$ cat src/rtl/config_chain_loader_pkg.sv
// -----------------------------------------------------------------------------
// config_chain_loader_pkg
// Shared definitions for the configuration chain loader: FSM state encodings,
// default word width / chain length, and a small state-classification helper.
// These constants are also the ones the host-side bus bridge relies on.
// -----------------------------------------------------------------------------
package config_chain_loader_pkg;

   // Loader FSM states. DONE behaves like IDLE but keeps the done flag high.
   typedef enum logic [2:0] {
      ST_IDLE      = 3'd0,
      ST_WAIT_WORD = 3'd1,
      ST_SHIFT     = 3'd2,
      ST_SET       = 3'd3,
      ST_DONE      = 3'd4
   } cfg_state_e;

   // Default host word width and chain length.
   localparam int CFG_WORD_W    = 32;
   localparam int CFG_CHAIN_LEN = 1024;

   // A load is in progress (busy) in WAIT_WORD, SHIFT and SET.
   function automatic logic state_is_busy(input cfg_state_e s);
      logic r;
      case (s)
         ST_WAIT_WORD: r = 1'b1;
         ST_SHIFT:     r = 1'b1;
         ST_SET:       r = 1'b1;
         default:      r = 1'b0;
      endcase
      return r;
   endfunction

endpackage

$ cat src/rtl/config_chain_loader_word_serializer.sv
// -----------------------------------------------------------------------------
// config_chain_loader_word_serializer
// Holds one host config word and shifts it out LSB-first, counting the bits of
// the current word so the loader knows when the word is exhausted.
//
// Ports
//   clk        in   fabric clock
//   rst        in   asynchronous active-low reset
//   i_clear    in   drop the held word and bit count (load cancelled)
//   i_load     in   capture i_data, restart the bit count
//   i_shift    in   advance one bit (word >> 1, bit count + 1)
//   i_data     in   WORD_W-bit config word
//   o_bit0_nxt out  value bit 0 of the word register will hold after this
//                   clock edge; lets the top register shift_out directly
//   o_last     out  the bit currently at position 0 is the word's last bit
// -----------------------------------------------------------------------------
module config_chain_loader_word_serializer #(
   parameter int WORD_W = 32
) (
   input  logic              clk,
   input  logic              rst,
   input  logic              i_clear,
   input  logic              i_load,
   input  logic              i_shift,
   input  logic [WORD_W-1:0] i_data,
   output logic              o_bit0_nxt,
   output logic              o_last
);

   localparam int WB_W = $clog2(WORD_W);
   localparam logic [WB_W-1:0] WB_LAST = WB_W'(WORD_W - 1);

   logic [WORD_W-1:0] r_sreg;
   logic [WB_W-1:0]   r_word_bit;
   logic              w_bit0_nxt;

   // Word shift register and per-word bit counter.
   always_ff @(posedge clk or negedge rst) begin
      if (!rst) begin
         r_sreg     <= '0;
         r_word_bit <= '0;
      end else if (i_clear) begin
         r_sreg     <= '0;
         r_word_bit <= '0;
      end else if (i_load) begin
         r_sreg     <= i_data;
         r_word_bit <= '0;
      end else if (i_shift) begin
         r_sreg <= r_sreg >> 1;
         // Hold at the last index: the word is either reloaded or the load ends.
         if (r_word_bit != WB_LAST) begin
            r_word_bit <= r_word_bit + WB_W'(1);
         end else begin
            r_word_bit <= r_word_bit;
         end
      end else begin
         r_sreg     <= r_sreg;
         r_word_bit <= r_word_bit;
      end
   end

   // Look-ahead of bit 0, mirroring the register update priority above.
   always_comb begin
      w_bit0_nxt = r_sreg[0];
      if (i_clear) begin
         w_bit0_nxt = 1'b0;
      end else if (i_load) begin
         w_bit0_nxt = i_data[0];
      end else if (i_shift) begin
         w_bit0_nxt = r_sreg[1];
      end else begin
         w_bit0_nxt = r_sreg[0];
      end
   end

   assign o_bit0_nxt = w_bit0_nxt;
   assign o_last     = (r_word_bit == WB_LAST);

endmodule

$ cat src/rtl/config_chain_loader.sv
// -----------------------------------------------------------------------------
// config_chain_loader
// Master end of the fabric configuration shift chain. Takes config words from
// the host over a valid/ready stream, serializes them LSB-first onto the chain
// head, drives cen for exactly CHAIN_LEN cycles and then pulses set_out once so
// every tile latches its bits. cen and set_out are never high together.
//
// Ports
//   clk        in   fabric clock
//   rst        in   asynchronous active-low reset
//   start      in   begin a load (honoured only in IDLE/DONE)
//   abort      in   cancel the load, back to IDLE, no set pulse
//   cfg_data   in   WORD_W-bit config word, bit 0 shifted first
//   cfg_valid  in   cfg_data valid
//   cfg_ready  out  word accepted this cycle when cfg_valid is also high
//   shift_out  out  serial data to the chain head (0 while cen is low)
//   cen        out  chain shift enable
//   set_out    out  one-cycle config latch pulse
//   busy       out  load in progress
//   done       out  sticky completion flag
// All outputs are flops loaded from the next-state decode, so no input has a
// combinational path to an output.
// -----------------------------------------------------------------------------
module config_chain_loader
   import config_chain_loader_pkg::*;
#(
   parameter int CHAIN_LEN = CFG_CHAIN_LEN,
   parameter int WORD_W    = CFG_WORD_W
) (
   input  logic              clk,
   input  logic              rst,
   input  logic              start,
   input  logic              abort,
   input  logic [WORD_W-1:0] cfg_data,
   input  logic              cfg_valid,
   output logic              cfg_ready,
   output logic              shift_out,
   output logic              cen,
   output logic              set_out,
   output logic              busy,
   output logic              done
);

   localparam int BC_W = $clog2(CHAIN_LEN + 1);
   localparam logic [BC_W-1:0] BC_LAST = BC_W'(CHAIN_LEN - 1);

   cfg_state_e      r_state;
   cfg_state_e      w_state_nxt;
   logic [BC_W-1:0] r_bit_cnt;

   logic w_start_acc;
   logic w_load;
   logic w_shift;
   logic w_bit0_nxt;
   logic w_word_last;

   logic r_cfg_ready;
   logic r_shift_out;
   logic r_cen;
   logic r_set;
   logic r_busy;
   logic r_done;

   // abort outranks everything, including start and a word offered that cycle.
   assign w_start_acc = start & ~abort & ((r_state == ST_IDLE) | (r_state == ST_DONE));
   assign w_load      = cfg_valid & ~abort & (r_state == ST_WAIT_WORD);
   assign w_shift     = ~abort & (r_state == ST_SHIFT);

   config_chain_loader_word_serializer #(
      .WORD_W (WORD_W)
   ) u_serializer (
      .clk        (clk),
      .rst        (rst),
      .i_clear    (abort),
      .i_load     (w_load),
      .i_shift    (w_shift),
      .i_data     (cfg_data),
      .o_bit0_nxt (w_bit0_nxt),
      .o_last     (w_word_last)
   );

   // FSM state register.
   always_ff @(posedge clk or negedge rst) begin
      if (!rst) begin
         r_state <= ST_IDLE;
      end else begin
         r_state <= w_state_nxt;
      end
   end

   // Next-state logic.
   always_comb begin
      w_state_nxt = r_state;
      if (abort) begin
         w_state_nxt = ST_IDLE;
      end else begin
         case (r_state)
            ST_IDLE, ST_DONE: begin
               if (start) begin
                  w_state_nxt = ST_WAIT_WORD;
               end else begin
                  w_state_nxt = r_state;
               end
            end
            ST_WAIT_WORD: begin
               if (cfg_valid) begin
                  w_state_nxt = ST_SHIFT;
               end else begin
                  w_state_nxt = ST_WAIT_WORD;
               end
            end
            ST_SHIFT: begin
               // End of chain beats end of word: leftover word bits are dropped
               // and no further word is requested.
               if (r_bit_cnt == BC_LAST) begin
                  w_state_nxt = ST_SET;
               end else if (w_word_last) begin
                  w_state_nxt = ST_WAIT_WORD;
               end else begin
                  w_state_nxt = ST_SHIFT;
               end
            end
            ST_SET: begin
               w_state_nxt = ST_DONE;
            end
            default: begin
               w_state_nxt = ST_IDLE;
            end
         endcase
      end
   end

   // Chain bit counter: cleared at start/abort, counts every shifted bit.
   always_ff @(posedge clk or negedge rst) begin
      if (!rst) begin
         r_bit_cnt <= '0;
      end else if (abort || w_start_acc) begin
         r_bit_cnt <= '0;
      end else if (w_shift) begin
         r_bit_cnt <= r_bit_cnt + BC_W'(1);
      end else begin
         r_bit_cnt <= r_bit_cnt;
      end
   end

   // Output flops, loaded from the state being entered so they align with it.
   always_ff @(posedge clk or negedge rst) begin
      if (!rst) begin
         r_cfg_ready <= 1'b0;
         r_shift_out <= 1'b0;
         r_cen       <= 1'b0;
         r_set       <= 1'b0;
         r_busy      <= 1'b0;
         r_done      <= 1'b0;
      end else begin
         r_cfg_ready <= (w_state_nxt == ST_WAIT_WORD);
         r_shift_out <= (w_state_nxt == ST_SHIFT) & w_bit0_nxt;
         r_cen       <= (w_state_nxt == ST_SHIFT);
         r_set       <= (w_state_nxt == ST_SET);
         r_busy      <= state_is_busy(w_state_nxt);
         r_done      <= (w_state_nxt == ST_DONE);
      end
   end

   assign cfg_ready = r_cfg_ready;
   assign shift_out = r_shift_out;
   assign cen       = r_cen;
   assign set_out   = r_set;
   assign busy      = r_busy;
   assign done      = r_done;

endmodule

$ cat config.mk
export PLATFORM = sky130hd
export DESIGN_NAME = config_chain_loader
export DESIGN_NICKNAME = d
export VERILOG_FILES = /design/src/rtl/config_chain_loader_pkg.sv /design/src/rtl/config_chain_loader_word_serializer.sv /design/src/rtl/config_chain_loader.sv
export SDC_FILE = /design/constraint.sdc
export NUM_CORES = 1
export LEC_CHECK = 0
export CORE_MARGIN = 3
export CORE_UTILIZATION = 30
export CTS_BUF_LIST = sky130_fd_sc_hd__clkbuf_2
export DETAILED_ROUTE_END_ITERATION = 12
export DONT_BUFFER_PORTS = 1
export SLEW_MARGIN = 30
export SYNTH_ARGS = -nofsm -noshare
export SYNTH_HDL_FRONTEND = slang
export SYNTH_SLANG_ARGS = --single-unit
$ cat constraint.sdc
create_clock -name clk -period 2.3 [get_ports clk]
set_input_delay 0.46 -clock clk [delete_from_list [all_inputs] [get_ports clk]]
set_output_delay 0.46 -clock clk [all_outputs]
set_load 0.05 [all_outputs]
==> run summary, run 1 <==
R2R setup slack: 0.24 ns
Setup Skew: 0.03331 ns
io pins: 43
P_leak: 1.321 nW
DR iter-0 viols: 115
Slew headroom: 55.90%
postcts setup bufs: 0
synthesized flop and latch total: 57
total die area: 9953 um^2
CTS max path bufs: 2
CP cell instances: ha_1, and3_1, ha_1, nor4bb_1, a211o_1, o21ai_1, o31ai_2
total core area: 8382 um^2
post-detailed-route count of antenna-violating nets: 0
htree depth: 3
Peak supply drop: 0.1741 mV
initial antenna violation count: 0
DR WL/cell: 14.30 um
first-pass detailed-route iteration total: 4
CTS tree: built
CP max FO: 4
Vias: 1836
fin crit period: 2.060 ns
Final Hold Fails: 0
Sink Count: 57
number of global-route vias before repair: 1796
register area share after synthesis: 54.08%
area growth from synthesis to layout: 8.396%
Critical Path Start Type: flop
Final period util: 89.57%
most frequent cells in the layout: nand2_1, dfrtp_1, a22oi_1, nor2_1, clkbuf_2
final setup fails: 0
residual DRC count: 0
PortBufs: 0
Total Power: 0.001733 W
Crit-path slowest cell: dfrtp_1
initial core utilization: 31.47%
Fmax: 485.4 MHz
Crit path largest cell delay: 0.44 ns
commonest non-fill, non-tap cell in the layout: nand2_1
fraction of layout cells with a size suffix above 1: 12.41%
Net Count, Synth: 297
WP data required: 2.67 ns
synthesized area: 2638 um^2
crit path DAT: 2.43 ns
RSZ-0062 raised after global routing: false
Crit. End Element: flop
PwrDens: 606.3 nW/um^2
gr usage total: 11.68%
clk root buf: clkbuf_2
number of buffers created by CTS: 9
worst skew pair latency: 0.47 ns
grt total ovfl: 0
Site Rows: 33
Tightest Pin Transition: 0.6615 ns
largest net degree at the start of global routing: 58
vias per cell: 4.949
WS Path Type: flop to flop
first-pass GRT wire length: 9018 um
status: complete, no violations
Die Ht: 99.77 um
Gate Count Post-Synth: 257
Filler cells: 873
Yosys warnings: 0
pins over their slew limit: 0
Most common cell on crit path: ha_1
Antenna Cells: 0
Synth cell types: 44
Setup TNS: 0 ns
clk slew on worst S/H paths: 0.19 ns
Routed WL: 5306 um
# nets final: 301
hpwl dp: 3534 um
Max Cap Viol: 0
average cell area after synthesis: 10.26 um^2
die width: 99.77 um
Hold WC Path Type: primary input to flop
Placer Congestion: 0.6886
registers in the layout, summed over array words and instances, names as in the netlist:
signal and cells:
cen 1, u_serializer.r_sreg 32, shift_out 1, busy 1, done 1, r_bit_cnt 11
u_serializer.r_word_bit 5, cfg_ready 1, r_state 3, set_out 1
path summary, 6_finish.rpt:
check | startpoint | to | cells after the start
worst min-delay path | cfg_data[0] | u_serializer.r_sreg[0]$_DFFE_PN0P_ | 1
max in group asynchronous | rst | u_serializer.r_sreg[13]$_DFFE_PN0P_ | 2
worst max register to register | u_serializer.r_word_bit[0]$_DFFE_PN0P_ | busy$_DFF_PN0_ | 7
worst max-delay path | u_serializer.r_word_bit[0]$_DFFE_PN0P_ | busy$_DFF_PN0_ | 7
min in group asynchronous | rst | cfg_ready$_DFF_PN0_ | 2
worst min register to register | u_serializer.r_sreg[30]$_DFFE_PN0P_ | u_serializer.r_sreg[30]$_DFFE_PN0P_ | 2
per-layer routing:
| layer | vias up | part of all wire [%] | GRT usage, % |
|---|---|---|---|
| met4 | 0 | 1.3 | 5.357 |
| met5 | - | 0 | 0 |
| met3 | 6 | 6.1 | 4.628 |
| li1 | 906 | - | - |
| met1 | 885 | 47 | 15.64 |
| met2 | 39 | 46 | 16.47 |
what timing repair did:
action | in CTS | in global routing
hold endpoints to repair | 61 | 0
hold buffers | 3 | 0
resized for setup | 0 | 0
cells in the mapped netlist, drive strengths merged:
cell type / number / area, um^2
nor3b: 1 / 7.510
o2bb2ai: 1 / 15.01
xnor2: 6 / 52.55
nor4bb: 1 / 10.01
o211a: 1 / 10.01
dfrtp: 57 / 1426
or3: 2 / 12.51
and2: 1 / 6.260
inv: 4 / 15.01
or3b: 1 / 8.760
a22oi: 30 / 225.2
a211o: 1 / 8.760
a21oi: 4 / 20.02
xor2: 4 / 35.03
nand4: 4 / 25.02
nand2: 69 / 259.0
nand3b: 3 / 22.52
buf: 12 / 81.33
nor2b: 1 / 6.260
nor2: 17 / 71.32
and3: 1 / 6.260
ha: 3 / 37.54
nor4b: 3 / 56.31
mux2i: 3 / 30.03
nor3: 4 / 20.02
o21a: 1 / 7.510
o31ai: 2 / 20.02
nand4bb: 1 / 11.26
o21ba: 1 / 10.01
or2: 1 / 6.260
nand3: 3 / 15.01
nor4: 4 / 46.29
clkbuf: 3 / 11.26
o21ai: 5 / 25.02
a21boi: 1 / 7.510
a22o: 1 / 8.760
report_power, final:
| group | internal (W) | switching, W | leakage, nW | total, W |
|---|---|---|---|---|
| registers | 0.00103 | 0.0000440 | 0.787 | 0.00108 |
| clock network | 0.000139 | 0.000378 | 0.0575 | 0.000517 |
| logic | 0.0000493 | 0.0000883 | 0.476 | 0.000138 |
| total | 0.00122 | 0.000511 | 1.32 | 0.00173 |
cell type report:
cell class              instances  area, um^2  area share (%)
clock inverters                 6       35.03           1.225
well taps                     105       131.4           4.595
clock buffers                  10       50.05           1.751
repair buffers                  8       97.59           3.414
multi-input cells             181        1104           38.60
inverters                       4       15.01          0.5252
flip-flops and latches         57        1426           49.89
through the flow:
step                      area, um^2  hold WS, ns  util, %  setup slack (ns)  instances
after CTS                       2859      0.04133    34.11            0.2337        371
final                           2859       0.1074    34.11            0.2399        371
after global placement          2726       0.1675    32.53            0.2856        352
after detailed placement        2726       0.1671    32.53            0.2302        352
after global routing            2859      0.02291    34.11            0.1334        371
after floorplan                 2638       0.1644        -            0.4145        257
kinds of logic after synthesis:
logic type	synth area share [%]
adders and majority gates	1.423
and+or+nand+nor	22.39
buffers and inverters	4.080
xor gates and xnor gates	3.321
AOI/OAI and AO/OA	13.57
muxes	1.139
DFF	54.08
critical path: cells and delay by family, from the launching register on:
kind,cells,cell delay [ns]
simple gates,2,0.34
flops,1,0.44
compound gates,3,0.76
fa+ha+maj,2,0.45
(Power assumes the default switching activity.)
==> run 2, diff against run 1 <==
--- a/config.mk
+++ b/config.mk
@@ -5,6 +5,7 @@
 export SDC_FILE = /design/constraint.sdc
 export NUM_CORES = 1
 export LEC_CHECK = 0
+export CORE_ASPECT_RATIO = 1.4
 export CORE_MARGIN = 3
 export CORE_UTILIZATION = 30
 export CTS_BUF_LIST = sky130_fd_sc_hd__clkbuf_2
==> run 2 against run 1 <==
  * Final cell count down 0.81%
  * Routed wire length up 6.4%
  * Maximum frequency up 2.1%
  * Critical path depth unchanged
  * Die area up 0.16%
  * Sequential power about the same
  * Global-route usage up 0.57 points
  * Flip-flop and latch count unchanged
  * Hold slack better by 0.021 ns
  * Sequential share of layout area up 0.37 points
==> run summary, run 2 (synthesis gave the netlist of run 1 again) <==
Slew headroom: 53.09% (-2.8 points)
P_leak: 1.318 nW (-0.20%)
Crit. End Element: flop
max reg flops: 32 (unchanged)
status: complete, no violations
Routed WL: 5645 um (+6.4%)
largest net degree at the start of global routing: 58 (unchanged)
Fmax: 495.7 MHz (+2.1%)
CP Launch Point: u_serializer.r_word_bit[0]$_DFFE_PN0P_
first-pass GRT wire length: 9432 um (+4.6%)
Critical Path Start Type: flop
Max Cap Viol: 0 (unchanged)
Vias: 1875 (+2.1%)
htree depth: 3 (unchanged)
io pins: 43 (unchanged)
number of global-route vias before repair: 1855 (+3.3%)
Setup TNS: 0 ns (unchanged)
Sink Count: 57 (unchanged)
first-pass detailed-route iteration total: 4 (unchanged)
die width: 85.25 um (-15%)
Peak supply drop: 0.3339 mV (+92%)
Biggest register: u_serializer.r_sreg
pins over their slew limit: 0 (unchanged)
worst skew pair latency: 0.47 ns (about the same)
RSZ-0062 raised after global routing: false
crit path DAT: 2.38 ns (-0.05 ns)
WS Path Type: flop to flop
PortBufs: 0 (unchanged)
hold path startpoint: cfg_data[0]
DR WL/cell: 15.34 um (+7.3%)
number of buffers created by CTS: 9 (unchanged)
Final Util: 34.01% (-0.10 points)
CP max FO: 4 (unchanged)
total die area: 9969 um^2 (+0.16%)
commonest non-fill, non-tap cell in the layout: nand2_1
DR iter-0 viols: 73 (-37%)
# nets final: 301 (unchanged)
CTS max path bufs: 2 (unchanged)
initial core utilization: 31.61% (+0.14 points)
CTS resizes: 0 (unchanged)
fraction of layout cells with a size suffix above 1: 11.65% (-0.75 points)
hpwl dp: 3827 um (+8.3%)
final setup fails: 0 (unchanged)
CTS tree: built
clk root buf: clkbuf_2
residual DRC count: 0 (unchanged)
combined area of the multi-input logic cells: 1104 um^2 (unchanged)
Antenna Cells: 0 (unchanged)
Die Ht: 116.9 um (+17%)
Final period util: 87.71% (-1.9 points)
fin crit period: 2.017 ns (-0.04289 ns)
Hold WC Path Type: primary input to flop
Final Hold Fails: 0 (unchanged)
Placer Congestion: 0.7618 (+11%)
gr usage total: 12.26% (+0.57 points)
Filler cells: 844 (-3.3%)
clk slew on worst S/H paths: 0.17 ns (-0.02 ns)
WP data required: 2.67 ns (about the same)
largest registers: u_serializer.r_sreg (32), r_bit_cnt (11), u_serializer.r_word_bit (5)
PwrDens: 607.2 nW/um^2 (+0.16%)
Setup Skew: 0.03246 ns (-0.0008544 ns)
area growth from synthesis to layout: 7.590%
initial antenna violation count: 0 (unchanged)
vias per cell: 5.095 (+3.0%)
grt total ovfl: 0 (unchanged)
Site Rows: 39 (+18%)
Tightest Pin Transition: 0.7037 ns (+0.04222 ns)
FF+latch area: 1426 um^2 (unchanged)
reg2reg start: u_serializer.r_word_bit[0]$_DFFE_PN0P_
post-detailed-route count of antenna-violating nets: 0 (unchanged)
total core area: 8344 um^2 (-0.45%)
most frequent cells in the layout: nand2_1, dfrtp_1, a22oi_1, nor2_1, clkbuf_2
-- run 2: power by group --
part	switching (W)	internal [W]
clock network	0.000360	0.000148
logic	0.0000883	0.0000468
registers	0.0000459	0.00103
-- run 2: final timing paths --
check	endpoint	cells past startpoint	slack (ns)
setup / recovery	busy$_DFF_PN0_	7	0.28
hold / removal	u_serializer.r_sreg[0]$_DFFE_PN0P_	1	0.13
setup reg to reg	busy$_DFF_PN0_	7	0.28
hold reg to reg	u_serializer.r_sreg[29]$_DFFE_PN0P_	2	0.49
max in group asynchronous	u_serializer.r_word_bit[1]$_DFFE_PN0P_	2	1.55
min in group asynchronous	r_state[1]$_DFF_PN0_	2	0.49
-- run 2: timing repair --
item,CTS,global route
endpoints found under the hold margin,61,0
setup buffers,0,0
hold buffers,3,0
-- run 2: layout make-up --
class | count | area share (%)
multi-input combinational | 181 | 38.89
sequential | 57 | 50.26
clock buffer | 12 | 2.116
clock inverter | 4 | 0.7055
tap | 102 | 4.497
inverter | 4 | 0.5291
timing repair buffer | 8 | 2.998
-- run 2: critical path: stages, from the launching register on --
cell and delay (ns):
dfrtp_1 0.44, ha_1 0.22, and3_1 0.18, ha_1 0.22, nor4bb_1 0.16, a211o_1 0.31, o21ai_1 0.29, o31ai_2 0.11
-- run 2: layer usage --
| metal | global-route usage, % | vias to the layer above | part of all wire (%) |
|---|---|---|---|
| met5 | 0 | - | 0 |
| met4 | 4.118 | 0 | 0.25 |
| met3 | 5.392 | 2 | 7.2 |
| met2 | 19.92 | 55 | 50 |
| met1 | 14.54 | 919 | 42 |
| li1 | - | 899 | - |
-- run 2: stage by stage --
step	setup slack, ns	hold WS, ns	area [um^2]	total power [W]	std cells
CTS	0.2728	0.05989	2838	0.001764	368
finish	0.2828	0.1283	2838	0.001723	368
detailed placement	0.2705	0.1676	2710	0.001209	349
floorplan	0.4145	0.1644	2638	0.001194	257
global route	0.1431	0.03088	2838	0.001836	368
global placement	0.2973	0.1676	2710	0.001206	349
